[src/rtl/uart_tx_arbiter_pkg.sv]
`default_nettype none
// ============================================================================
// Module   : uart_arb_pkg
// Purpose  : Shared types and constants for the UART transmit arbiter.
// Revision : 1.0 - initial release
// ============================================================================
package uart_arb_pkg;

  localparam int   UART_WORD_LENGTH = 8;
  localparam logic TX_BUSY_LVL      = 1'b1;

  typedef enum logic [1:0] {
    IDLE      = 2'd0,
    LAUNCH    = 2'd1,
    WAIT_DONE = 2'd2
  } arb_state_t;

  function automatic int idx_width(input int n);
    return (n > 1) ? $clog2(n) : 1;
  endfunction

endpackage
`default_nettype wire

[src/rtl/uart_tx_arbiter_if.sv]
`default_nettype none
// ============================================================================
// Module   : uart_tx_arbiter_if
// Purpose  : Requester-side and UART-side signals of the transmit arbiter.
// Revision : 1.0 - initial release
// ============================================================================
interface uart_tx_arbiter_if
  import uart_arb_pkg::*;
#(
  parameter int NUM_REQ     = 4,
  parameter int WORD_LENGTH = UART_WORD_LENGTH
) ();

  localparam int IDX_W = idx_width(NUM_REQ);

  logic [NUM_REQ-1:0]             req;
  logic [NUM_REQ*WORD_LENGTH-1:0] req_data;
  logic [NUM_REQ-1:0]             ack;
  logic [NUM_REQ-1:0]             done;
  logic [NUM_REQ-1:0]             err;
  logic [IDX_W-1:0]               owner;
  logic                           arb_busy;
  logic                           uart_tx_rqst;
  logic [WORD_LENGTH-1:0]         uart_tx_data;
  logic                           uart_ready_busy;

  modport slave (
    input  req, req_data, uart_ready_busy,
    output ack, done, err, owner, arb_busy, uart_tx_rqst, uart_tx_data
  );

  modport master (
    output req, req_data, uart_ready_busy,
    input  ack, done, err, owner, arb_busy, uart_tx_rqst, uart_tx_data
  );

endinterface
`default_nettype wire

[src/rtl/uart_tx_arbiter_rr_picker.sv]
`default_nettype none
// ============================================================================
// Module   : uart_rr_picker
// Purpose  : Combinational round-robin pick: first set request at or above ptr.
// Revision : 1.0 - initial release
// ============================================================================
module uart_rr_picker
  import uart_arb_pkg::*;
#(
  parameter  int NUM_REQ = 4,
  localparam int IDX_W   = idx_width(NUM_REQ)
) (
  input  logic [NUM_REQ-1:0] req,
  input  logic [IDX_W-1:0]   ptr,
  output logic [NUM_REQ-1:0] grant,
  output logic [IDX_W-1:0]   idx
);

  logic [NUM_REQ-1:0] w_rot;
  logic [IDX_W-1:0]   w_off;
  logic [IDX_W:0]     w_sum;

  // Rotating the doubled vector puts requester ptr at bit 0.
  assign w_rot = NUM_REQ'({req, req} >> ptr);

  always_comb begin
    w_off = '0;
    for (int k = NUM_REQ - 1; k >= 0; k--) begin
      if (w_rot[k]) begin
        w_off = IDX_W'(k);
      end
    end
  end

  always_comb begin
    w_sum = {1'b0, ptr} + {1'b0, w_off};
    if (w_sum >= (IDX_W + 1)'(NUM_REQ)) begin
      w_sum = w_sum - (IDX_W + 1)'(NUM_REQ);
    end
  end

  assign idx   = w_sum[IDX_W-1:0];
  assign grant = (|req) ? ({{(NUM_REQ - 1){1'b0}}, 1'b1} << idx) : '0;

endmodule
`default_nettype wire

[src/rtl/uart_tx_arbiter.sv]
`default_nettype none
// ============================================================================
// Module   : uart_tx_arbiter
// Purpose  : Round-robin sharing of one UART transmitter among NUM_REQ clients.
//            Optional LAUNCH watchdog enabled by macro UART_ARB_TIMEOUT_EN.
// Revision : 1.0 - initial release
// ============================================================================
module uart_tx_arbiter
  import uart_arb_pkg::*;
#(
  parameter int NUM_REQ        = 4,
  parameter int WORD_LENGTH    = UART_WORD_LENGTH,
  parameter int TIMEOUT_CYCLES = 2048
) (
  input  logic              clk,
  input  logic              rst,
  uart_tx_arbiter_if.slave  bus
);

  localparam int c_idx_w = idx_width(NUM_REQ);

  arb_state_t               r_state, w_state_nxt;
  logic [c_idx_w-1:0]       r_ptr, w_ptr_nxt;
  logic [NUM_REQ-1:0]       r_ack, w_ack_nxt;
  logic [NUM_REQ-1:0]       r_done, w_done_nxt;
  logic [c_idx_w-1:0]       r_owner, w_owner_nxt;
  logic                     r_arb_busy, w_arb_busy_nxt;
  logic                     r_rqst, w_rqst_nxt;
  logic [WORD_LENGTH-1:0]   r_data, w_data_nxt;

  logic [NUM_REQ-1:0]       w_grant;
  logic [c_idx_w-1:0]       w_win;
  logic [WORD_LENGTH-1:0]   w_sel_data;
  logic [NUM_REQ-1:0]       w_owner_oh;
  logic                     w_any;
  logic                     w_uart_busy;

  uart_rr_picker #(.NUM_REQ(NUM_REQ)) u_picker (
    .req   (bus.req),
    .ptr   (r_ptr),
    .grant (w_grant),
    .idx   (w_win)
  );

  assign w_any       = |bus.req;
  assign w_uart_busy = (bus.uart_ready_busy == TX_BUSY_LVL);
  assign w_owner_oh  = {{(NUM_REQ - 1){1'b0}}, 1'b1} << r_owner;

  always_comb begin
    w_sel_data = '0;
    for (int i = 0; i < NUM_REQ; i++) begin
      if (w_win == c_idx_w'(i)) begin
        w_sel_data = bus.req_data[i*WORD_LENGTH +: WORD_LENGTH];
      end
    end
  end

`ifdef UART_ARB_TIMEOUT_EN
  localparam int c_cnt_w = $clog2(TIMEOUT_CYCLES) + 1;

  logic [c_cnt_w-1:0] r_tmo_cnt;
  logic [NUM_REQ-1:0] r_err, w_err_nxt;
  logic               w_tmo;

  // Counter is zero on every LAUNCH entry because it clears outside LAUNCH.
  always_ff @(posedge clk or posedge rst) begin
    if (rst) begin
      r_tmo_cnt <= '0;
    end else if (r_state == LAUNCH) begin
      r_tmo_cnt <= r_tmo_cnt + 1'b1;
    end else begin
      r_tmo_cnt <= '0;
    end
  end

  assign w_tmo = (r_state == LAUNCH) && (r_tmo_cnt == c_cnt_w'(TIMEOUT_CYCLES - 1));

  always_ff @(posedge clk or posedge rst) begin
    if (rst) begin
      r_err <= '0;
    end else begin
      r_err <= w_err_nxt;
    end
  end

  assign bus.err = r_err;
`else
  assign bus.err = '0;
`endif

  always_ff @(posedge clk or posedge rst) begin
    if (rst) begin
      r_state    <= IDLE;
      r_ptr      <= '0;
      r_ack      <= '0;
      r_done     <= '0;
      r_owner    <= '0;
      r_arb_busy <= 1'b0;
      r_rqst     <= 1'b0;
      r_data     <= '0;
    end else begin
      r_state    <= w_state_nxt;
      r_ptr      <= w_ptr_nxt;
      r_ack      <= w_ack_nxt;
      r_done     <= w_done_nxt;
      r_owner    <= w_owner_nxt;
      r_arb_busy <= w_arb_busy_nxt;
      r_rqst     <= w_rqst_nxt;
      r_data     <= w_data_nxt;
    end
  end

  always_comb begin
    w_state_nxt = r_state;
    case (r_state)
      IDLE: begin
        if (w_any) begin
          w_state_nxt = LAUNCH;
        end
      end
      LAUNCH: begin
        if (w_uart_busy) begin
          w_state_nxt = WAIT_DONE;
        end
`ifdef UART_ARB_TIMEOUT_EN
        else if (w_tmo) begin
          w_state_nxt = IDLE;
        end
`endif
      end
      WAIT_DONE: begin
        if (!w_uart_busy) begin
          w_state_nxt = IDLE;
        end
      end
      default: w_state_nxt = IDLE;
    endcase
  end

  always_comb begin
    w_ptr_nxt      = r_ptr;
    w_ack_nxt      = '0;
    w_done_nxt     = '0;
    w_owner_nxt    = r_owner;
    w_arb_busy_nxt = r_arb_busy;
    w_rqst_nxt     = r_rqst;
    w_data_nxt     = r_data;
`ifdef UART_ARB_TIMEOUT_EN
    w_err_nxt      = '0;
`endif
    case (r_state)
      IDLE: begin
        if (w_any) begin
          w_data_nxt     = w_sel_data;
          w_owner_nxt    = w_win;
          w_ack_nxt      = w_grant;
          w_arb_busy_nxt = 1'b1;
          w_rqst_nxt     = 1'b1;
          w_ptr_nxt      = (w_win == c_idx_w'(NUM_REQ - 1)) ? '0 : w_win + 1'b1;
        end
      end
      LAUNCH: begin
        // Dropping rqst in the start bit keeps the UART from chaining a frame.
        if (w_uart_busy) begin
          w_rqst_nxt = 1'b0;
        end
`ifdef UART_ARB_TIMEOUT_EN
        else if (w_tmo) begin
          w_rqst_nxt     = 1'b0;
          w_err_nxt      = w_owner_oh;
          w_arb_busy_nxt = 1'b0;
        end
`endif
      end
      WAIT_DONE: begin
        if (!w_uart_busy) begin
          w_done_nxt     = w_owner_oh;
          w_arb_busy_nxt = 1'b0;
        end
      end
      default: begin
        w_arb_busy_nxt = 1'b0;
        w_rqst_nxt     = 1'b0;
      end
    endcase
  end

  assign bus.ack          = r_ack;
  assign bus.done         = r_done;
  assign bus.owner        = r_owner;
  assign bus.arb_busy     = r_arb_busy;
  assign bus.uart_tx_rqst = r_rqst;
  assign bus.uart_tx_data = r_data;

endmodule
`default_nettype wire

[src/flat_wrapper.sv]
// flat-port wrapper written by rule: the top's interface ports become plain ports
module uart_tx_arbiter_flat import uart_arb_pkg::*;
#(
  parameter int NUM_REQ        = 4,
  parameter int WORD_LENGTH    = UART_WORD_LENGTH,
  parameter int TIMEOUT_CYCLES = 2048
)
  (clk, rst, bus_req, bus_req_data, bus_uart_ready_busy, bus_ack, bus_done, bus_err, bus_owner, bus_arb_busy, bus_uart_tx_rqst, bus_uart_tx_data);
  uart_tx_arbiter_if #(.NUM_REQ(NUM_REQ), .WORD_LENGTH(WORD_LENGTH)) bus_i ();
  input  logic clk;
  input  logic rst;
  input wire logic [$bits(bus_i.req)-1:0] bus_req;
  input wire logic [$bits(bus_i.req_data)-1:0] bus_req_data;
  input wire logic [$bits(bus_i.uart_ready_busy)-1:0] bus_uart_ready_busy;
  output wire logic [$bits(bus_i.ack)-1:0] bus_ack;
  output wire logic [$bits(bus_i.done)-1:0] bus_done;
  output wire logic [$bits(bus_i.err)-1:0] bus_err;
  output wire logic [$bits(bus_i.owner)-1:0] bus_owner;
  output wire logic [$bits(bus_i.arb_busy)-1:0] bus_arb_busy;
  output wire logic [$bits(bus_i.uart_tx_rqst)-1:0] bus_uart_tx_rqst;
  output wire logic [$bits(bus_i.uart_tx_data)-1:0] bus_uart_tx_data;
  assign bus_i.req = bus_req;
  assign bus_i.req_data = bus_req_data;
  assign bus_i.uart_ready_busy = bus_uart_ready_busy;
  assign bus_ack = bus_i.ack;
  assign bus_done = bus_i.done;
  assign bus_err = bus_i.err;
  assign bus_owner = bus_i.owner;
  assign bus_arb_busy = bus_i.arb_busy;
  assign bus_uart_tx_rqst = bus_i.uart_tx_rqst;
  assign bus_uart_tx_data = bus_i.uart_tx_data;
  uart_tx_arbiter #(.NUM_REQ(NUM_REQ), .WORD_LENGTH(WORD_LENGTH), .TIMEOUT_CYCLES(TIMEOUT_CYCLES)) u_core (.clk(clk), .rst(rst), .bus(bus_i));
endmodule
[config.mk]
export PLATFORM = sky130hd
export DESIGN_NAME = uart_tx_arbiter_flat
export DESIGN_NICKNAME = d
export VERILOG_FILES = /design/src/rtl/uart_tx_arbiter_pkg.sv /design/src/rtl/uart_tx_arbiter_if.sv /design/src/rtl/uart_tx_arbiter_rr_picker.sv /design/src/rtl/uart_tx_arbiter.sv /design/src/flat_wrapper.sv
export SDC_FILE = /design/constraint.sdc
export NUM_CORES = 1
export LEC_CHECK = 0
export CORE_MARGIN = 2
export CORE_UTILIZATION = 37
export DETAILED_ROUTE_END_ITERATION = 7
export PLACE_DENSITY = 0.76
export RECOVER_POWER = 100
export REMOVE_ABC_BUFFERS = 1
export SETUP_SLACK_MARGIN = 0.4
export SYNTH_ARGS = -nofsm -noshare
export SYNTH_HDL_FRONTEND = slang
export SYNTH_SLANG_ARGS = --single-unit
[constraint.sdc]
create_clock -name clk -period 2.8 [get_ports clk]
set_input_delay 0.42 -clock clk [delete_from_list [all_inputs] [get_ports clk]]
set_output_delay 0.42 -clock clk [all_outputs]
set_load 0.1 [all_outputs]
==> results.yml, run 1 <==
cts:
  cts.clk_slew.worst_paths_ps: 80
  ctsRootBufferMaster: "clkbuf_8"
  tritoncts: "built"
  cts_max_level: 1
  cts_buffer_depth: 2
  cts_buffers: 3
  cts_sinks: 24
  clk_latency_ps: 270
route:
  drtIter0Drc: 49
  post-route-drc-count: 0
  ant_nets: 0
  viasPerCell: 4.922
  dr.pass1.iters: 4
  drt-wirelength-per-cell_um: 12.71
  routed_wl_um: 3598
  vias: 1393
sta:
  period_share_pct: 92.97
  hold_viol: 0
  relSlewSlack_pct: 21.29
  setup_viol: 0
  slew_violations: 0
  skew_ps: 1.586
  whs_ps: 486.1
  worst_pin_slew_ps: 1186
  rsz0062_at_grt: "true"
  period_needed_ps: 2603
  timing.fmax_mhz: 384.1
floorplan:
  die_x_um: 64.71
  io_pins: 63
  die_y_um: 64.71
  start_util_pct: 37.82
  die_area_um2: 4187
  core_um2: 3606
  rows: 22
grt:
  grt_usage_pct: 17.42
  overflow: 0
  grt_pass1_wl_um: 5699
  antenna_found_initial: 0
  grt_max_degree: 25
  grt_pass1_vias: 1310
finish:
  seqCellArea_um2: 600.6
  finalNetCount: 280
  layout-drive-gt1-share_pct: 22.98
  multi_input_area_um2: 794.5
  n_antenna_cell: 0
  layout_commonest_cell: "clkdlybuf4s50_1"
  fillCellCount: 311
  fin_util_pct: 62.07
  fin_cells: 283
  area_delta_synth_final_pct: 64.13
  mostFrequentLayoutCells: "32 x clkdlybuf4s50_1, 24 x buf_4, 24 x dfrtp_1"
setup_path:
  cp-start-kind: "register"
  critPathMaxFanout: 7
  crit_arrival_ps: 2740
  required_ps: 2940
  critPathCaptureType: "register"
  crit_type: "reg -> reg"
hold_path:
  hp-class: "reg -> reg"
logic_synthesis:
  synth_top_area_cell: "dfrtp_1"
  ys_seq_elements: 24
  seq_area_frac_synth_pct: 44.04
  synth_area_leaders: "dfrtp_1 44%, a21oi_1 5.1%, nand2_1 4.7%"
  yosysUniqueCellTypes: 34
  syn_area_um2: 1364
  avgSynthCellArea_um2: 8.972
  yosys_warnings: 0
  yosys.area.top_type_share_pct: 44.04
  synth_cells: 152
placed_design:
  numPortBuffers: 58
  dp_cells: 271
  gp_congestion: 0.7231
  dp_hpwl_um: 2432
job:
  maxCapViolCount: 0
outcome:
  status: "completed"
stage by stage:
step | area, µm² | TNS [ps] | worst slack, ps
floorplan | 1309 | 0 | 118.4
global placement | 2082 | -2686 | -355.7
detailed placement | 2082 | -3205 | -422.9
CTS | 2290 | 0 | 296.3
global route | 2238 | -4.414 | -4.414
finish | 2238 | 0 | 196.8
layout make-up:
class / instances / share of cell area, %
Clock buffer: 3 / 1.845
Clock inverter: 1 / 1.342
Inverter: 4 / 0.6708
Multi-Input combinational cell: 116 / 35.49
Sequential cell: 24 / 26.83
Tap cell: 48 / 2.683
Timing Repair Buffer: 87 / 31.13
worst paths after layout:
| path | start | end | slack [ps] | depth (start not counted) |
|---|---|---|---|---|
| min in group asynchronous | rst | u_core.bus.uart_tx_data[2] | 770 | 2 |
| max in group asynchronous | rst | u_core.r_ptr[0] | 1500 | 2 |
| worst min-delay path | u_core.bus.uart_tx_data[5] | u_core.bus.uart_tx_data[5] | 490 | 2 |
| worst max-delay path | u_core.r_ptr[1] | u_core.bus.uart_tx_data[7] | 200 | 14 |
| worst min register to register | u_core.bus.uart_tx_data[5] | u_core.bus.uart_tx_data[5] | 490 | 2 |
| worst max register to register | u_core.r_ptr[1] | u_core.bus.uart_tx_data[7] | 200 | 14 |
cells by family (layout without fill, tap and decap cells):
family	Yosys count	after routing	synth area share, %
adders and majority gates	5	5	4.587
buffers and inverters	15	95	5.963
xor gates and xnor gates	3	3	1.927
DFF	24	24	44.04
other	1	4	0.2750
AOI/OAI and AO/OA	44	44	20.83
and+or+nand+nor	60	60	22.39
cell usage after synthesis:
cell	number
buf_2	2
nand4_1	1
o21ai_1	10
clkbuf_1	4
o21ai_0	3
inv_1	4
and2_1	5
a21boi_0	1
nor4b_1	1
a221oi_1	7
nand3b_1	1
xnor2_1	1
a21oi_1	14
nor3_1	10
o211a_1	1
o21a_1	2
a211oi_2	1
nor2b_1	9
xor2_1	2
nand2_1	17
nor4_1	2
nand2b_1	3
ha_1	5
buf_6	1
nand3_2	1
a32oi_1	1
a2bb2oi_1	1
o31ai_1	1
a211o_1	2
conb_1	1
buf_4	4
and3_1	1
dfrtp_1	24
nor2_1	9
layer usage:
| layer | vias up | track usage (%) | wire length [µm] |
|---|---|---|---|
| met2 | 38 | 30.67 | 1851 |
| li1 | 696 | - | - |
| met3 | 9 | 2.778 | 147 |
| met5 | - | 0 | 0 |
| met1 | 650 | 20.22 | 1483 |
| met4 | 0 | 9.043 | 116 |
registers in the layout, indices dropped and copies added (netlist names):
register and cells:
u_core.bus.uart_tx_data 8, u_core.bus.ack 4, u_core.bus.done 4, u_core.bus.owner 2
u_core.r_ptr 2, u_core.r_state 2, u_core.bus.arb_busy 1, u_core.bus.uart_tx_rqst 1
worst max-delay path: stages (launching register included):
cell and delay (ps):
dfrtp_1 410, buf_4 180, nor2_1 100, nor3_1 50, a21oi_1 130, ha_2 240
xor2_4 210, xor2_2 240, ha_2 240, nor2b_2 50, buf_6 140, a221oi_2 230
nor3_1 80, a21oi_1 110, o21ai_1 70
what timing repair did:
| item | CTS | global route |
|---|---|---|
| hold buffers | 0 | 0 |
| cloned | 0 | 0 |
| endpoints found under the setup margin | 12 | 11 |
| setup buffers | 8 | 0 |
| pin swaps | 9 | 9 |
| resized for setup | 25 | 6 |
Power of run 1 is not shown: default switching activity piles up to over one toggle a cycle in this logic, so the estimate is an artifact.
==> run 2: changes to the inputs <==
Settings changed: CTS_CLUSTER_SIZE set to 10.
==> results of run 2 <==
Final layout, timing and power as in run 1 (identical DEF).
Power of run 2 is left out for the same reason.
